`src/rtl/bus_arbiter_split.sv`:
```
// Serial-bus arbiter: fixed-priority grant (M1 > M2), serial slave select,
// split transactions from one slave, and a watchdog on long bus tenures.
//
// Ports:
//   clk, reset                    clock, async active-high reset
//   m1_request, m2_request        master approval requests
//   m1_slave_sel, m2_slave_sel    serial slave select, MSB first
//   m1_trans_done, m2_trans_done  transaction-complete pulses
//   split_en                      split request/hold from SPLIT_SLAVE
//   m1_grant, m2_grant            approval grants (never both high)
//   arbitor_busy                  arbiter not idle
//   bus_busy                      data phase in progress
//   master_sel                    bus mux select: 0=M1, 1=M2
//   slave_sel                     decoded slave index
//   split_active                  a split transaction is parked
//   timeout                       one-cycle pulse on watchdog release
module bus_arbiter_split #(
    parameter int SLAVE_LEN      = 2,
    parameter int SPLIT_SLAVE    = 2,
    parameter int TIMEOUT_CYCLES = 4095
) (
    input  logic                 clk,
    input  logic                 reset,
    input  logic                 m1_request,
    input  logic                 m2_request,
    input  logic                 m1_slave_sel,
    input  logic                 m2_slave_sel,
    input  logic                 m1_trans_done,
    input  logic                 m2_trans_done,
    input  logic                 split_en,
    output logic                 m1_grant,
    output logic                 m2_grant,
    output logic                 arbitor_busy,
    output logic                 bus_busy,
    output logic                 master_sel,
    output logic [SLAVE_LEN-1:0] slave_sel,
    output logic                 split_active,
    output logic                 timeout
);

    typedef enum logic [1:0] {IDLE, SELECT, BUSY, RELEASE} state_t;

    localparam int                   CW        = $clog2(SLAVE_LEN + 1);
    localparam logic [CW-1:0]        SEL_LAST  = CW'(SLAVE_LEN);
    localparam logic [SLAVE_LEN-1:0] SPLIT_IDX = SLAVE_LEN'(SPLIT_SLAVE);
    localparam logic [11:0]          WD_LAST   = 12'(TIMEOUT_CYCLES - 1);

    state_t               state_q, state_d;
    logic                 m1_grant_q, m1_grant_d;
    logic                 m2_grant_q, m2_grant_d;
    logic                 bus_busy_q, bus_busy_d;
    logic                 master_sel_q, master_sel_d;
    logic [SLAVE_LEN-1:0] slave_sel_q, slave_sel_d;
    logic                 split_active_q, split_active_d;
    logic                 split_master_q, split_master_d;
    logic                 timeout_q, timeout_d;
    logic                 split_en_q, split_en_d;
    logic [11:0]          wd_q, wd_d;
    logic [CW-1:0]        cnt_q, cnt_d;
    logic [SLAVE_LEN-1:0] shift_q, shift_d;

    logic                 split_rise;
    logic                 resume;
    logic                 m1_ok;
    logic                 m2_ok;
    logic                 sel_bit;
    logic                 done;
    logic [SLAVE_LEN-1:0] shift_nxt;

    assign split_rise = split_en & ~split_en_q;
    assign resume     = split_active_q & ~split_en;
    // A parked master may not open a second transaction until resumed.
    assign m1_ok      = m1_request & ~(split_active_q & ~split_master_q);
    assign m2_ok      = m2_request & ~(split_active_q & split_master_q);
    assign sel_bit    = master_sel_q ? m2_slave_sel : m1_slave_sel;
    assign done       = master_sel_q ? m2_trans_done : m1_trans_done;
    assign shift_nxt  = (shift_q << 1) | SLAVE_LEN'(sel_bit);

    always_comb begin
        state_d        = state_q;
        m1_grant_d     = m1_grant_q;
        m2_grant_d     = m2_grant_q;
        bus_busy_d     = bus_busy_q;
        master_sel_d   = master_sel_q;
        slave_sel_d    = slave_sel_q;
        split_active_d = split_active_q;
        split_master_d = split_master_q;
        timeout_d      = 1'b0;
        split_en_d     = split_en;
        wd_d           = wd_q;
        cnt_d          = cnt_q;
        shift_d        = shift_q;
        unique case (state_q)
            IDLE, RELEASE: begin
                // Grants are already low in RELEASE; arbitrating here gives
                // the two-cycle trans_done-to-next-grant turnaround.
                m1_grant_d = 1'b0;
                m2_grant_d = 1'b0;
                bus_busy_d = 1'b0;
                state_d    = IDLE;
                if (resume) begin
                    m1_grant_d     = ~split_master_q;
                    m2_grant_d     = split_master_q;
                    master_sel_d   = split_master_q;
                    slave_sel_d    = SPLIT_IDX;
                    split_active_d = 1'b0;
                    bus_busy_d     = 1'b1;
                    wd_d           = '0;
                    state_d        = BUSY;
                end else if (m1_ok) begin
                    m1_grant_d   = 1'b1;
                    master_sel_d = 1'b0;
                    cnt_d        = '0;
                    shift_d      = '0;
                    state_d      = SELECT;
                end else if (m2_ok) begin
                    m2_grant_d   = 1'b1;
                    master_sel_d = 1'b1;
                    cnt_d        = '0;
                    shift_d      = '0;
                    state_d      = SELECT;
                end
            end
            SELECT: begin
                // First SELECT cycle is the master's turnaround after seeing
                // the grant; bits are sampled on the following cycles.
                cnt_d = cnt_q + CW'(1);
                if (cnt_q != '0) begin
                    shift_d = shift_nxt;
                end
                if (cnt_q == SEL_LAST) begin
                    slave_sel_d = shift_nxt;
                    bus_busy_d  = 1'b1;
                    wd_d        = '0;
                    state_d     = BUSY;
                end
            end
            BUSY: begin
                if (wd_q != 12'hFFF) begin
                    wd_d = wd_q + 12'd1;
                end
                if (done) begin
                    m1_grant_d = 1'b0;
                    m2_grant_d = 1'b0;
                    bus_busy_d = 1'b0;
                    state_d    = RELEASE;
                end else if (wd_q >= WD_LAST) begin
                    m1_grant_d = 1'b0;
                    m2_grant_d = 1'b0;
                    bus_busy_d = 1'b0;
                    timeout_d  = 1'b1;
                    state_d    = RELEASE;
                end else if (split_rise && slave_sel_q == SPLIT_IDX
                             && !split_active_q) begin
                    m1_grant_d     = 1'b0;
                    m2_grant_d     = 1'b0;
                    bus_busy_d     = 1'b0;
                    split_active_d = 1'b1;
                    split_master_d = master_sel_q;
                    state_d        = RELEASE;
                end
            end
            default: state_d = IDLE;
        endcase
    end

    always_ff @(posedge clk or posedge reset) begin
        if (reset) begin
            state_q        <= IDLE;
            m1_grant_q     <= 1'b0;
            m2_grant_q     <= 1'b0;
            bus_busy_q     <= 1'b0;
            master_sel_q   <= 1'b0;
            slave_sel_q    <= '0;
            split_active_q <= 1'b0;
            split_master_q <= 1'b0;
            timeout_q      <= 1'b0;
            split_en_q     <= 1'b0;
            wd_q           <= '0;
            cnt_q          <= '0;
            shift_q        <= '0;
        end else begin
            state_q        <= state_d;
            m1_grant_q     <= m1_grant_d;
            m2_grant_q     <= m2_grant_d;
            bus_busy_q     <= bus_busy_d;
            master_sel_q   <= master_sel_d;
            slave_sel_q    <= slave_sel_d;
            split_active_q <= split_active_d;
            split_master_q <= split_master_d;
            timeout_q      <= timeout_d;
            split_en_q     <= split_en_d;
            wd_q           <= wd_d;
            cnt_q          <= cnt_d;
            shift_q        <= shift_d;
        end
    end

    assign m1_grant     = m1_grant_q;
    assign m2_grant     = m2_grant_q;
    assign bus_busy     = bus_busy_q;
    assign master_sel   = master_sel_q;
    assign slave_sel    = slave_sel_q;
    assign split_active = split_active_q;
    assign timeout      = timeout_q;
    assign arbitor_busy = (state_q != IDLE);

endmodule

```
`config.mk`:
```
export PLATFORM = sky130hd
export DESIGN_NAME = bus_arbiter_split
export DESIGN_NICKNAME = d
export VERILOG_FILES = /design/src/rtl/bus_arbiter_split.sv
export SDC_FILE = /design/constraint.sdc
export NUM_CORES = 1
export LEC_CHECK = 0
export ABC_AREA = 1
export BUFFER_PORTS_ARGS = -buffer_cell sky130_fd_sc_hd__buf_2
export CAP_MARGIN = 20
export CORE_MARGIN = 10
export CORE_UTILIZATION = 33
export DETAILED_ROUTE_END_ITERATION = 7
export GPL_TIMING_DRIVEN = 0
export PLACE_DENSITY = 0.52
export SKIP_LAST_GASP = 1
export SYNTH_ARGS = -nofsm -noshare
export SYNTH_HDL_FRONTEND = slang
export SYNTH_SLANG_ARGS = --single-unit
export TNS_END_PERCENT = 20
```
`constraint.sdc`:
```
create_clock -name clk -period 2.51 [get_ports clk]
set_clock_uncertainty 0.2 [all_clocks]
set_input_delay 0.3765 -clock clk [delete_from_list [all_inputs] [get_ports clk]]
set_output_delay 0.3765 -clock clk [all_outputs]
set_load 0.02 [all_outputs]
```
==> flow_metrics.env, run 1 <==
export IMPL_status="complete, no violations"
export IMPL_p_comb_share_pct=55.5
export IMPL_synth_top_area_share_pct=39.0
export IMPL_grt_overflow=0
export IMPL_vdd_drop_max_mv=0.463
export IMPL_layout_setup_ws_ns=0.444
export IMPL_synth_enable_flop_cells=0
export IMPL_grt_max_degree=21
export IMPL_clock_root_buffer="clkbuf_8"
export IMPL_rsz0062_at_grt="false"
export IMPL_fin_area_um2=1990
export IMPL_intPower_mw=1.04
export IMPL_synth_top_family_by_area="simple AND/OR/NAND/NOR gates"
export IMPL_critical_path_required_ns=2.49
export IMPL_utilization_pct=38.9
export IMPL_cts_sinks=27
export IMPL_worstPathArrival_ns=2.04
export IMPL_clk_insertion_delay_late_ns=0.28
export IMPL_gp_congestion=0.776
export IMPL_syn_area_um2=1730
export IMPL_die_area_um2=8550
export IMPL_critical_path_endpoint_type="flop"
export IMPL_setup_viol=0
export IMPL_die_x_um=92.5
export IMPL_tightestPinTransition_ns=0.416
export IMPL_power_switching_uw=996
export IMPL_synth_xor_area_share_pct=1.52
export IMPL_antennaDiodeCount=0
export IMPL_track_usage_pct=9.82
export IMPL_p_per_area_nw_per_um2=1020
export IMPL_initial_core_util_pct=33.9
export IMPL_cts_tree="done"
export IMPL_yosysTopAreaCell="dfrtp_1"
export IMPL_layout_drive_gt1_share_pct=16.0
export IMPL_fin_cells=332
export IMPL_place_ws_ns=0.445
export IMPL_maxSlewViolCount=0
export IMPL_worstSetupPathType="reg2reg"
export IMPL_avgRoutedWirePerCell_um=11.8
export IMPL_hpwl_um=3010
export IMPL_synth_warnings=0
export IMPL_finalSetupTns_ns=0
export IMPL_ys_ff_latch=27
export IMPL_layout_nets=281
export IMPL_postSynthAreaPerCell_um2=7.25
export IMPL_multi_input_area_um2=930
export IMPL_synth_async_reset_ratio_pct=100
export IMPL_hp_class="in2reg"
export IMPL_cts_buffer_depth=2
export IMPL_ys_types=22
export IMPL_p_total_mw=2.03
export IMPL_synth_simple_area_share_pct=40.2
export IMPL_cts_resized=0
export IMPL_antenna_found_initial=0
export IMPL_io_pins=18
export IMPL_seq_area_um2=676
export IMPL_drc=0
export IMPL_coreArea_um2=5110
export IMPL_final_hold_violation_count=0
export IMPL_grt_pass1_wl_um=7000
export IMPL_finalCritPeriodShare_pct=82.3
export IMPL_ant_nets=0
export IMPL_timing_fmax_mhz=484
export IMPL_p_leak_nw=1.00
export IMPL_relSlewSlack_pct=72.2
export IMPL_synthMuxAreaShare_pct=0
export IMPL_die_h_um=92.5
export IMPL_pwr_share_clk_pct=12.8
export IMPL_first_iter_violations=42
export IMPL_synthCells=239
export IMPL_wirelength_um=3910
export IMPL_vias_per_cell=4.55
export IMPL_synth_nets=257
export IMPL_seqPwrFrac_pct=31.7
export IMPL_layout_cells_most_common_list="nand2_1 (81), dfrtp_1 (27), nor2_1 (25)"
export IMPL_dr_pass1_iters=4
export IMPL_startpoint_type="flop"
export IMPL_vias=1509
export IMPL_fill_cells=573
export IMPL_final_common_cell="nand2_1"
export IMPL_areaGrowthSynthToFinish_pct=14.7
export IMPL_grt_pass1_vias=1547
export IMPL_synth_compound_area_share_pct=5.42
export IMPL_worstPathMaxFanout=10
export IMPL_synth_fa_ha_area_share_pct=6.50
export IMPL_htreeDepth=1
export IMPL_rows=26
export IMPL_synth_area_top_cells="dfrtp_1 (39%), nand2_1 (18%), nand3_1 (6.9%)"
export IMPL_synth_flop_cell="dfrtp_1"
export IMPL_worst_hold_slack_ns=0.0322
export IMPL_yosysSeqAreaShare_pct=39.0
export IMPL_io_buffers=17
export IMPL_max_cap_violations=0
export IMPL_clk_pin_slew_ns=0.10
export IMPL_swShare_pct=49.0
export IMPL_fin_crit_ns=2.07
export IMPL_cts_inserted_buffers=3
export IMPL_place_area_um2=1930
export IMPL_place_inst=327
## area by class of cell
| type | count | area share, % |
|---|---|---|
| timing repair buffer | 19 | 6.17 |
| tap | 70 | 4.41 |
| sequential | 27 | 34.0 |
| inverter | 26 | 5.03 |
| buffer | 3 | 1.38 |
| clock buffer | 4 | 2.27 |
| multi-input combinational | 183 | 46.8 |
## layer usage
metal	routed length, um	global-route usage [%]	up-vias	part of all wire, %
li1	-	-	804	-
met1	2000	12.6	679	51
met2	1710	15.7	21	44
met3	154	2.50	5	3.9
met4	51	3.08	0	1.3
met5	0	0	-	0
## synthesized netlist by cell type (2+ instances only)
cell	n
buf_6	2
nor2_4	4
or2_2	3
nand2_2	6
nand4_1	9
nor2_1	25
nand3_1	24
o21ai_0	9
o21ai_1	3
a21o_1	2
ha_1	9
inv_1	24
xor2_1	3
a21oi_1	2
nand2_1	81
dfrtp_1	27
## worst max-delay path, stage by stage, from the launching register on
cell	delay (ns)
dfrtp_1	0.41
inv_1	0.10
ha_1	0.32
inv_1	0.10
nand2_2	0.11
nand2_4	0.08
nor2_4	0.29
inv_4	0.08
buf_6	0.16
nand2_1	0.06
nand2_1	0.06
## path summary, 6_finish.rpt
check	start	to	slack (ns)	depth (start not counted)
worst max-delay path	state_q[0]	wd_q[2]	0.44	10
worst min-delay path	split_en	split_en_q	0.03	1
worst max register to register	state_q[0]	wd_q[2]	0.44	10
worst min register to register	m1_grant	m1_grant	0.27	2
max in group asynchronous	reset	m1_grant	1.24	4
min in group asynchronous	reset	slave_sel[1]	0.43	3
## timing repair
action / 4_1_cts / 5_1_grt
setup buffers: 0 / 0
setup endpoints to repair: 0 / 0
hold buffers: 1 / 0
hold endpoints to repair: 7 / 0
## cells by family after synthesis
group,count (synthesis)
AND/OR/NAND/NOR,154
AO/OA/AOI/OAI,17
buffers and inverters,29
flip-flops,27
adder cells (fa/ha/maj),9
XOR/XNOR,3
## power by group through the flow
stage | registers (mW) | logic [mW] | clock network [mW]
final | 0.643 | 1.13 | 0.261
after CTS | 0.645 | 1.15 | 0.266
after floorplan | 0.694 | 0.796 | 0
after global placement | 0.650 | 1.14 | 0
after detailed placement | 0.652 | 1.15 | 0
after global routing | 0.664 | 1.29 | 0.283
## sequential cells by signal, indices dropped and copies added (netlist names)
| signal | count |
|---|---|
| m1_grant | 1 |
| master_sel | 1 |
| m2_grant | 1 |
| cnt_q | 2 |
| split_master_q | 1 |
| wd_q | 12 |
| state_q | 2 |
| split_active | 1 |
| shift_q | 1 |
| split_en_q | 1 |
| timeout | 1 |
| bus_busy | 1 |
| slave_sel | 2 |
No activity file was read; power rests on OpenSTA's default activity.
==> run 2: changes to the inputs <==
clock period = 2.05 ns   (was 2.51 ns; I/O delays follow)
==> run 2 against run 1 <==
- non-clock buffer count grew 5
- power grew 28%
- clock-buffer cell count is the same
- global-route usage grew 0.067 points
- final area grew 2.7%
- critical path depth is the same
- critical path type unchanged
- largest cell class unchanged
==> flow_metrics.env, run 2 (synthesis results as in run 1) <==
export IMPL_layout_cells_most_common_list="nand2_1 (81), dfrtp_1 (26), nor2_1 (25)"
export IMPL_regMostFlops="wd_q"
export IMPL_max_cap_violations=0
export IMPL_fin_cells=337
export IMPL_grt_overflow=0
export IMPL_setup_viol=0
export IMPL_clk_pin_slew_ns=0.10
export IMPL_p_leak_nw=1.03
export IMPL_dr_pass1_iters=4
export IMPL_cts_inserted_buffers=3
export IMPL_worst_hold_slack_ns=0.232
export IMPL_vdd_drop_max_mv=0.580
export IMPL_die_h_um=92.5
export IMPL_seq_area_um2=677
export IMPL_ant_nets=0
export IMPL_vias_per_cell=4.54
export IMPL_critical_path_endpoint_type="flop"
export IMPL_die_area_um2=8550
export IMPL_track_usage_pct=9.88
export IMPL_cts_buffer_depth=2
export IMPL_initial_core_util_pct=33.9
export IMPL_gp_congestion=0.776
export IMPL_layout_nets=286
export IMPL_wl_met3_um=153
export IMPL_dr_max_layer_used="met4"
export IMPL_utilization_pct=40.0
export IMPL_rsz0062_at_grt="false"
export IMPL_tightestPinTransition_ns=0.415
export IMPL_critical_path_required_ns=2.02
export IMPL_timing_fmax_mhz=527
export IMPL_layout_drive_gt1_share_pct=18.0
export IMPL_avgRoutedWirePerCell_um=11.7
export IMPL_worstPathArrival_ns=1.87
export IMPL_p_per_area_nw_per_um2=1270
export IMPL_antennaDiodeCount=0
export IMPL_antenna_found_initial=0
export IMPL_finalCritPeriodShare_pct=92.6
export IMPL_relSlewSlack_pct=72.3
export IMPL_status="complete, no violations"
export IMPL_io_pins=18
export IMPL_cts_tree="done"
export IMPL_die_x_um=92.5
export IMPL_io_buffers=17
export IMPL_clock_root_buffer="clkbuf_8"
export IMPL_clk_insertion_delay_late_ns=0.28
export IMPL_areaGrowthSynthToFinish_pct=17.8
export IMPL_final_hold_violation_count=0
export IMPL_fill_cells=569
export IMPL_drc=0
export IMPL_maxSlewViolCount=0
export IMPL_largest_reg_flops=12
export IMPL_worstPathMaxFanout=10
export IMPL_drt_met1_wl_um=2000
export IMPL_p_total_mw=2.60
export IMPL_wirelength_um=3940
export IMPL_vias=1529
export IMPL_grt_pass1_vias=1555
export IMPL_worstSetupPathType="reg2reg"
export IMPL_grt_max_degree=21
export IMPL_fin_crit_ns=1.90
export IMPL_hpwl_um=3010
export IMPL_grt_pass1_wl_um=7060
export IMPL_place_inst=327
export IMPL_rows=26
export IMPL_coreArea_um2=5110
export IMPL_wl_met2_um=1740
export IMPL_final_common_cell="nand2_1"
export IMPL_startpoint_type="flop"
export IMPL_first_iter_violations=36
export IMPL_multi_input_area_um2=942
export IMPL_cts_sinks=27
export IMPL_hp_class="in2reg"
export IMPL_htreeDepth=1
run 2: cell types whose count changed in the layout (fill, tap and decap cells not counted):
cell,before,now
buf_4,0,4
dfrtp_1,27,26
dfrtp_2,0,1
dlygate4sd3_1,1,2
ha_1,9,8
ha_4,0,1
run 2: report_power, final:
| part | total (mW) | switching, mW | internal [mW] |
|---|---|---|---|
| Combinational | 1.49 | 0.942 | 0.545 |
| Clock | 0.317 | 0.177 | 0.140 |
| Sequential | 0.791 | 0.121 | 0.671 |
run 2: metal layers:
layer	vias up	GRT usage [%]
li1	815	-
met1	689	12.7
met2	20	15.8
met3	5	2.50
met4	0	3.08
met5	-	0
run 2: final timing paths:
path	end	depth (start not counted)	slack, ns	startpoint
min in group asynchronous	slave_sel[1]	3	0.36	reset
min	slave_sel[0]	5	0.23	m2_slave_sel
max reg2reg	wd_q[6]	10	0.15	state_q[0]
max in group asynchronous	m1_grant	4	0.85	reset
min reg2reg	m1_grant	2	0.27	m1_grant
max	wd_q[6]	10	0.15	state_q[0]
run 2: final cells by class:
class / count / share of cell area [%]
plain buffers: 3 / 1.35
clock buffers: 4 / 2.21
inverters: 26 / 4.90
multi-input cells: 183 / 46.1
flip-flops and latches: 27 / 33.1
well taps: 70 / 4.29
repair buffers: 24 / 7.97
run 2: critical path: stages (launching register included):
cell and delay (ns):
dfrtp_2 0.42, inv_1 0.09, ha_1 0.32, inv_1 0.10
nand2_2 0.11, nand2_4 0.08, nor2_4 0.16, inv_4 0.06
buf_6 0.14, nand2_1 0.05, o21ai_1 0.06
run 2: what timing repair did:
item / 4_1_cts / 5_1_grt
buffers inserted: 0 / 4
pin swaps: 1 / 1
gates resized for setup: 0 / 3
hold buffers: 2 / 0
gates cloned: 0 / 0
hold endpoints to repair: 8 / 0
endpoints found under the setup margin: 9 / 11
run 2: metrics by stage:
stage / area [um^2] / setup slack [ns] / setup TNS (ns)
6_report: 2040 / 0.152 / 0
5_1_grt: 2040 / 0.0125 / 0
4_1_cts: 2000 / 0.00361 / 0
3_5_place_dp: 1930 / -0.0148 / -0.0489
3_3_place_gp: 1910 / 0.00571 / 0
2_1_floorplan: 1730 / 0.247 / 0
==> run 3: changes to the inputs <==
CELL_PAD_IN_SITES_DETAIL_PLACEMENT = 0   (was unset)
CELL_PAD_IN_SITES_GLOBAL_PLACEMENT = 2   (was unset)
PLACE_DENSITY = 0.8   (was 0.52)
RECOVER_POWER = 100   (was unset)
TNS_END_PERCENT = unset   (was 20)
==> run 3 against run 2 <==
- power fell by 1.9%
- sequential share of layout area is 0.83 points higher
- setup slack better by 0.024 ns
- register-to-register slack better by 0.02 ns
- global-route usage rose by 0.52 points
- clock-buffer cell count shrank 1
- critical path type unchanged
- critical endpoint is now wd_q[5]
==> flow_metrics.env, run 3 (synthesis results as in run 1) <==
export IMPL_p_comb_share_pct=56.2
export IMPL_power_switching_mw=1.25
export IMPL_regMostFlops="wd_q"
export IMPL_track_usage_pct=10.4
export IMPL_grt_pass1_wl_um=7380
export IMPL_pwr_share_clk_pct=12.7
export IMPL_place_ws_ns=-0.0188
export IMPL_crit_chain="ha_1 > inv_1 > nor2_4 > nand2_2 > nor2_4 > nor2_4 > inv_4 > buf_6 > nand2_1 > o21ai_1"
export IMPL_global_route_usage_met3_pct=2.10
export IMPL_grt_max_degree=17
export IMPL_drc=0
export IMPL_ant_nets=0
export IMPL_worstPathArrival_ns=1.89
export IMPL_critical_path_endpoint_type="flop"
export IMPL_use_met1_pct=13.3
export IMPL_die_x_um=92.5
export IMPL_startpoint_type="flop"
export IMPL_worstSetupPathType="reg2reg"
export IMPL_swShare_pct=49.0
export IMPL_largest_reg_flops=12
export IMPL_fin_crit_ns=1.87
export IMPL_cp_slowest_cell="dfrtp_1"
export IMPL_worstSetupEndpoint="wd_q[5]"
export IMPL_gp_congestion=0.739
export IMPL_use_met2_pct=17.2
export IMPL_hp_class="in2reg"
export IMPL_clk_insertion_delay_late_ns=0.28
export IMPL_intPower_mw=1.30
export IMPL_maxSlewViolCount=0
export IMPL_clk_pin_slew_ns=0.10
export IMPL_rr_worst_depth=10
export IMPL_p_per_area_nw_per_um2=1280
export IMPL_status="complete, no violations"
export IMPL_io_buffers=17
export IMPL_p_leak_nw=0.980
export IMPL_layout_drive_gt1_share_pct=14.3
export IMPL_avgRoutedWirePerCell_um=12.2
export IMPL_setup_viol=0
export IMPL_slowest_delay_ns=0.46
export IMPL_r2r_end="wd_q[5]"
export IMPL_crit_family="flip-flops"
export IMPL_areaGrowthSynthToFinish_pct=14.9
export IMPL_crit_start="wd_q[1]"
export IMPL_max_cap_violations=0
export IMPL_grt_pass1_vias=1602
export IMPL_die_area_um2=8550
export IMPL_timing_fmax_mhz=534
export IMPL_vias=1481
export IMPL_cts_buffer_depth=2
export IMPL_cts_sinks=27
export IMPL_p_total_mw=2.55
export IMPL_cts_tree="done"
export IMPL_ff2ff_setup_slack_ns=0.18
export IMPL_vias_per_cell=4.42
export IMPL_first_iter_violations=56
export IMPL_grt_overflow=0
export IMPL_tightestPinTransition_ns=0.482
export IMPL_die_h_um=92.5
export IMPL_relSlewSlack_pct=67.8
export IMPL_seqPwrFrac_pct=31.1
export IMPL_wirelength_um=4090
export IMPL_rows=26
export IMPL_final_hold_violation_count=0
export IMPL_finalCritPeriodShare_pct=91.4
export IMPL_hpwl_um=3190
export IMPL_grt_busiest_layer="met2"
export IMPL_cts_inserted_buffers=3
export IMPL_crit_cells=10
export IMPL_regToRegStartpoint="wd_q[1]"
export IMPL_layout_setup_ws_ns=0.176
export IMPL_path_common_cell="nor2_4"
export IMPL_worstPathMaxFanout=10
export IMPL_vdd_drop_max_mv=0.557
export IMPL_clock_root_buffer="clkbuf_8"
export IMPL_dr_pass1_iters=4
export IMPL_io_pins=18
export IMPL_final_common_cell="nand2_1"
export IMPL_antennaDiodeCount=0
export IMPL_layout_cells_most_common_list="nand2_1 (82), dfrtp_1 (26), nor2_1 (25)"
export IMPL_cp_num_buf_inv=3
export IMPL_rsz0062_at_grt="true"
export IMPL_htreeDepth=1
export IMPL_critical_path_required_ns=2.07
export IMPL_layout_nets=284
export IMPL_coreArea_um2=5110
export IMPL_antenna_found_initial=0
export IMPL_fill_cells=606
export IMPL_initial_core_util_pct=33.9
run 3: tightest hold or removal path, stage by stage:
cell and delay, ns:
buf_2 0.07, nor2_1 0.04, nor2_1 0.14, nand2_1 0.07
o21ai_0 0.06
run 3: timing repair:
action                                  CTS  global route
endpoints found under the setup margin   10            11
pin swaps                                 1             0
gates resized for setup                   0             4
setup buffers                             2             0
hold buffers                              2             0
hold endpoints to repair                 12             0
run 3: metal layers:
layer | vias up | part of all wire (%)
li1 | 811 | -
met1 | 648 | 50
met2 | 17 | 46
met3 | 5 | 2.8
met4 | 0 | 1.1
met5 | - | 0
run 3: worst min-delay path by stage:
stage | endpoint | slack (ns) | cells past startpoint | from
finish | slave_sel[0] | 0.25 | 5 | m2_slave_sel
global route | slave_sel[0] | 0.28 | 5 | m2_slave_sel
CTS | slave_sel[0] | 0.26 | 5 | m1_slave_sel
detailed placement | split_master_q | 0.19 | 2 | reset
global placement | split_en_q | 0.25 | 1 | split_en
floorplan | split_en_q | 0.14 | 0 | split_en
run 3: final cells by class:
type | count | area [um^2] | share of cell area [%]
Buffer | 3 | 27.5 | 1.38
Clock buffer | 3 | 41.3 | 2.07
Clock inverter | 1 | 5.00 | 0.251
Inverter | 26 | 100 | 5.03
Multi-Input combinational cell | 183 | 940 | 47.2
Sequential cell | 27 | 677 | 34.0
Tap cell | 70 | 87.6 | 4.40
Timing Repair Buffer | 22 | 114 | 5.72
run 3: through the flow:
step                area [um^2]  utilization [%]  cells  setup TNS (ns)  hold slack (ns)
finish                     1990             39.0    335               0            0.249
CTS                        2010             39.4    335               0            0.255
floorplan                  1730                -    239               0            0.139
detailed placement         1930             37.8    327         -0.0928            0.192
global placement           1910             37.3    326          -0.188            0.248
global route               1990             39.0    335               0            0.284
run 3: power by group through the flow:
stage / sequential [mW] / combinational, mW / clock (mW)
6_report: 0.792 / 1.43 / 0.323
5_1_grt: 0.830 / 1.65 / 0.358
4_1_cts: 0.788 / 1.48 / 0.331
3_5_place_dp: 0.796 / 1.43 / 0
3_3_place_gp: 0.796 / 1.42 / 0
2_1_floorplan: 0.849 / 0.975 / 0
